==> config.mk <==
export PLATFORM = sky130hd
export DESIGN_NAME = uart_rx
export DESIGN_NICKNAME = d
export VERILOG_FILES = /design/src/rtl/uart_rx.sv
export SDC_FILE = /design/constraint.sdc
export NUM_CORES = 1
export LEC_CHECK = 0
export ABC_AREA = 1
export CAP_MARGIN = 20
export CORE_ASPECT_RATIO = 1.75
export CORE_UTILIZATION = 48
export CTS_CLUSTER_SIZE = 8
export DETAILED_ROUTE_END_ITERATION = 8
export GPL_ROUTABILITY_DRIVEN = 0
export PLACE_DENSITY = 0.8
export SETUP_SLACK_MARGIN = 0.05
export SLEW_MARGIN = 5
export SYNTH_ARGS = -nofsm -noshare
export SYNTH_HDL_FRONTEND = slang
export SYNTH_SLANG_ARGS = --single-unit
==> constraint.sdc <==
create_clock -name clk -period 1.9 [get_ports clk]
set_clock_uncertainty 0.05 [all_clocks]
set_input_delay 0.285 -clock clk [delete_from_list [all_inputs] [get_ports clk]]
set_output_delay 0.285 -clock clk [all_outputs]
set_load 0.01 [all_outputs]
==> src/rtl/uart_rx.sv <==
// 8N1 UART receiver with a 2-flop input synchronizer and centre-of-bit sampling.
// It holds one byte until the consumer acknowledges it and flags lost bytes (overrun) and bad stop bits (frame_err).
//
// state     | meaning
// WAIT_IDLE | waiting for a genuine high line before arming start detection
// IDLE      | line idle, watching for a falling edge
// START     | half-bit wait, then confirm the start bit is still low
// DATA      | sampling 8 data bits, LSB first
// STOP      | sampling the stop bit, then delivering or flagging the frame
module uart_rx #(
    parameter int unsigned CLKS_PER_BIT = 16
) (
    input  logic       clk,
    input  logic       nrst,
    input  logic       rx,
    output logic [7:0] rx_data,
    output logic       rx_valid,
    input  logic       rx_ack,
    output logic       frame_err,
    output logic       overrun
);

    localparam int unsigned CW = $clog2(CLKS_PER_BIT + 1);
    localparam logic [CW-1:0] FULL = CW'(CLKS_PER_BIT);
    localparam logic [CW-1:0] HALF = CW'(CLKS_PER_BIT / 2);

    typedef enum logic [2:0] {
        WAIT_IDLE,
        IDLE,
        START,
        DATA,
        STOP
    } state_t;

    state_t          state, state_nx;
    logic [1:0]      sync;
    logic [1:0]      fill;
    logic            rx_s;
    logic [CW-1:0]   cnt;
    logic [CW-1:0]   cnt_val;
    logic            cnt_load;
    logic            tick;
    logic [2:0]      bit_idx;
    logic [7:0]      shift;
    logic            shift_en;
    logic            stop_good;
    logic            stop_bad;
    logic            deliver;
    logic            lost;
    logic            consume;

    assign rx_s = sync[1];
    assign tick = (cnt == CW'(1));

    // fill marks when rx_s carries real line data rather than the reset value,
    // so a line held low through reset release never looks like a start edge.
    always_ff @(posedge clk or negedge nrst) begin
        if (!nrst) begin
            sync <= 2'b11;
            fill <= 2'b00;
        end else begin
            sync <= {sync[0], rx};
            fill <= {fill[0], 1'b1};
        end
    end

    always_ff @(posedge clk or negedge nrst) begin
        if (!nrst) begin
            state <= WAIT_IDLE;
        end else begin
            state <= state_nx;
        end
    end

    always_comb begin
        state_nx = state;
        case (state)
            WAIT_IDLE: if (fill[1] && rx_s) state_nx = IDLE;
            IDLE:      if (!rx_s) state_nx = START;
            START:     if (tick) state_nx = rx_s ? IDLE : DATA;
            DATA:      if (tick && (bit_idx == 3'd7)) state_nx = STOP;
            STOP:      if (tick) state_nx = rx_s ? IDLE : WAIT_IDLE;
            default:   state_nx = WAIT_IDLE;
        endcase
    end

    always_comb begin
        cnt_load  = 1'b0;
        cnt_val   = '0;
        shift_en  = 1'b0;
        stop_good = 1'b0;
        stop_bad  = 1'b0;
        case (state)
            IDLE: begin
                if (!rx_s) begin
                    cnt_load = 1'b1;
                    cnt_val  = HALF;
                end
            end
            START: begin
                if (tick && !rx_s) begin
                    cnt_load = 1'b1;
                    cnt_val  = FULL;
                end
            end
            DATA: begin
                if (tick) begin
                    shift_en = 1'b1;
                    cnt_load = 1'b1;
                    cnt_val  = FULL;
                end
            end
            STOP: begin
                if (tick) begin
                    stop_good = rx_s;
                    stop_bad  = !rx_s;
                end
            end
            default: begin
                cnt_load = 1'b0;
            end
        endcase
    end

    // Load value N expires on the Nth edge after loading (terminal count 1).
    always_ff @(posedge clk or negedge nrst) begin
        if (!nrst) begin
            cnt     <= '0;
            bit_idx <= 3'd0;
            shift   <= 8'h00;
        end else begin
            if (cnt_load) begin
                cnt <= cnt_val;
            end else if (cnt != '0) begin
                cnt <= cnt - CW'(1);
            end
            if (state != DATA) begin
                bit_idx <= 3'd0;
            end else if (shift_en) begin
                bit_idx <= bit_idx + 3'd1;
            end
            if (shift_en) begin
                shift[bit_idx] <= rx_s;
            end
        end
    end

    assign deliver = stop_good && (!rx_valid || rx_ack);
    assign lost    = stop_good && rx_valid && !rx_ack;
    assign consume = rx_valid && rx_ack;

    always_ff @(posedge clk or negedge nrst) begin
        if (!nrst) begin
            rx_data   <= 8'h00;
            rx_valid  <= 1'b0;
            frame_err <= 1'b0;
            overrun   <= 1'b0;
        end else begin
            frame_err <= stop_bad;
            if (deliver) begin
                rx_data  <= shift;
                rx_valid <= 1'b1;
            end else if (consume) begin
                rx_valid <= 1'b0;
            end
            if (lost) begin
                overrun <= 1'b1;
            end else if (consume) begin
                overrun <= 1'b0;
            end
        end
    end

endmodule

==> results_dict.tcl <==
set metrics [dict create \
    min-delay-start "fill[0]" \
    part_of_the_yosys_area_used_for_sequential_elements_pct 52.9 \
    setup_repair_after_global_routing_missed_its_margin "no" \
    synthesis.nets 194 \
    achievable-frequency_ghz 0.628 \
    detail-route-antenna-nets 0 \
    place.port_buffers 14 \
    finalCriticalPeriod_ps 1590 \
    grt_antenna_before_repair 0 \
    finalSetupViolCount 0 \
    initial_utilization_pct 50.8 \
    timing.critical_path.arrival_ps 1730 \
    report.final.hold_viol_count 0 \
    worstPathRequired_ps 2030 \
    ctsHtreeMaxLevel 2 \
    power.density_nw_per_um2 1170 \
    clock-root-buffer "sky130_fd_sc_hd__clkbuf_8" \
    vias_per_cell 4.89 \
    final_core_utilization_pct 59.5 \
    worstSetupPathType "flip-flop to flip-flop" \
    clkTransAtPathRegs_ps 60 \
    yosysWarnings 0 \
    fp-row-count 27 \
    synth.cell_area_sq_um 1610 \
    die_width_um 45.8 \
    drt_drc_violations_left 0 \
    endpoint_with_the_worst_hold_slack "fill[1]" \
    die_height_um 78.7 \
    outcome "complete, no violations" \
    worst-path-max-fanout 10 \
    hold_path_depth 0 \
    cts-resized-gates 0 \
    cts-buffers-inserted 5 \
    num_vias 1217 \
    final.setup.tns_ps 0 \
    wire_length_of_the_first_global_routing_pass_um 4640 \
    wirelength_um 2690 \
    io_pins 15 \
    place.detailed.hpwl_um 2010 \
    cts_tree "done" \
    grt_max_degree 35 \
    worst-r2r-cell-count 9 \
    crit_path_end_kind "flip-flop" \
    worstReg2RegEnd "rx_data[7]" \
    post-route-period-util_pct 83.8 \
    critical_path.startpoint_type "flip-flop" \
    cts_hold_buffers 0 \
    mostFrequentLayoutCells "57 x sky130_fd_sc_hd__nand2_1, 32 x sky130_fd_sc_hd__dfrtp_1, 24 x sky130_fd_sc_hd__nand3_1, 18 x sky130_fd_sc_hd__inv_1, 14 x sky130_fd_sc_hd__clkdlybuf4s50_1" \
    drive_gt1_share_pct 9.22 \
    drv.max_cap_violation_count 0 \
    layout-area-overhead-vs-synth_pct 17.1 \
    antennaDiodeCount 0 \
    hp-class "flip-flop to flip-flop" \
    route.detailed.wl_per_inst_um 10.8 \
    first_global_vias 1141 \
    ys_types 21 \
    detailedRoute.firstPassIterationCount 4 \
    postCtsSetupBuffers 0 \
    cellLeakagePower_uw 0.000946 \
    post_layout_nets 214 \
    netlist_instances 185 \
    clk_sink_count 34 \
    worst_r2r_startpoint "cnt[1]" \
    final_common_cell "sky130_fd_sc_hd__nand2_1" \
    track_usage_pct 18.5 \
    die_area_sq_um 3600 \
    grt_overflow_total 0 \
    clk-insertion-delay-late_ps 290 \
    drv_slew 0 \
    floorplan.core_area_sq_um 3180 \
    synth-seq-cells 34 \
    regToRegSetupSlack_ps 310 \
    vdd_ir_drop_max_mv 0.916 \
    synth_area_per_cell_sq_um 8.72 \
    max-clock-path-buffers 2 \
    drt_iter0_markers 22 \
]
[registers in the layout, indices dropped and copies added, names as in the netlist]
name / flops
rx_data: 8
rx_valid: 1
overrun: 1
cnt: 5
fill: 2
frame_err: 1
state: 3
shift: 8
sync: 2
bit_idx: 3
[how the worst max path moves through the flow]
| stage | start | end | slack (ps) | cells after the start |
|---|---|---|---|---|
| floorplan | cnt[1] | shift[1] | 450 | 10 |
| global placement | cnt[1] | shift[1] | 230 | 9 |
| detailed placement | cnt[1] | shift[1] | 180 | 9 |
| CTS | cnt[1] | shift[1] | 170 | 9 |
| global route | cnt[1] | rx_data[2] | 150 | 9 |
| finish | cnt[1] | rx_data[7] | 310 | 9 |
[critical path, stage by stage (launching register included)]
cell	delay, ps
sky130_fd_sc_hd__dfrtp_1	360
sky130_fd_sc_hd__inv_1	120
sky130_fd_sc_hd__ha_1	160
sky130_fd_sc_hd__inv_1	40
sky130_fd_sc_hd__nor2_2	130
sky130_fd_sc_hd__nand2_4	110
sky130_fd_sc_hd__nor2_4	260
sky130_fd_sc_hd__nand2_4	120
sky130_fd_sc_hd__nand2_1	80
sky130_fd_sc_hd__nand2_1	50
[cell families (layout without fill, tap and decap cells)]
family	after synthesis	count (layout)	synth area share, %
fa+ha+maj	5	5	3.88
xor+xnor	3	3	1.63
flops	34	34	52.9
simple gates	106	106	30.8
compound gates	16	16	4.96
buf+inv	20	41	5.59
other cells	1	1	0.233
[routing by layer]
layer	part of all wire (%)	global-route usage, %	vias to the layer above	wire length (um)
li1	-	-	634	-
met5	0	0	-	0
met4	3.3	12.6	0	89
met1	40	18.4	556	1080
met3	3.7	6.44	5	99
met2	53	30.4	22	1420
[synth_stat cells]
library cell | count | area (sq um)
sky130_fd_sc_hd__nand3_1 | 24 | 120
sky130_fd_sc_hd__nand2_1 | 57 | 214
sky130_fd_sc_hd__nand2_4 | 2 | 22.5
sky130_fd_sc_hd__nor2_1 | 9 | 33.8
sky130_fd_sc_hd__nand4_1 | 4 | 25.0
sky130_fd_sc_hd__o21ai_1 | 7 | 35.0
sky130_fd_sc_hd__nand3b_1 | 2 | 15.0
sky130_fd_sc_hd__nand3_2 | 2 | 20.0
sky130_fd_sc_hd__nor3_1 | 1 | 5.00
sky130_fd_sc_hd__buf_6 | 2 | 22.5
sky130_fd_sc_hd__inv_1 | 18 | 67.6
sky130_fd_sc_hd__nor2_4 | 2 | 22.5
sky130_fd_sc_hd__xor2_1 | 2 | 17.5
sky130_fd_sc_hd__o21ai_0 | 7 | 35.0
sky130_fd_sc_hd__conb_1 | 1 | 3.75
sky130_fd_sc_hd__xnor2_1 | 1 | 8.76
sky130_fd_sc_hd__ha_1 | 5 | 62.6
sky130_fd_sc_hd__nor2_2 | 3 | 18.8
sky130_fd_sc_hd__a21oi_1 | 2 | 10.0
sky130_fd_sc_hd__dfrtp_1 | 32 | 801
sky130_fd_sc_hd__dfstp_2 | 2 | 52.6
[per-stage QoR]
| step | area (sq um) | setup WS, ps | total power [uW] | hold slack, ps | std cells |
|---|---|---|---|---|---|
| floorplan | 1610 | 446 | 1540 | -60.6 | 185 |
| global placement | 1790 | 228 | 1650 | 283 | 241 |
| detailed placement | 1790 | 181 | 1680 | 287 | 241 |
| CTS | 1880 | 167 | 2220 | 302 | 249 |
| global route | 1890 | 145 | 2390 | 307 | 249 |
| finish | 1890 | 307 | 2210 | 299 | 249 |
[where the power goes]
part           switching, uW  internal (uW)
logic                    437            266
clock network            247            292
registers                128            837
total                    811           1390
[area by class of cell]
cell class	count	area, sq um
multi-input combinational	131	674
clock buffer	7	86.3
clock inverter	1	5.00
sequential	34	853
fill	294	1290
timing repair buffer	15	148
tap	43	53.8
inverter	18	67.6
Note: power is estimated with default switching activity, not from simulation.
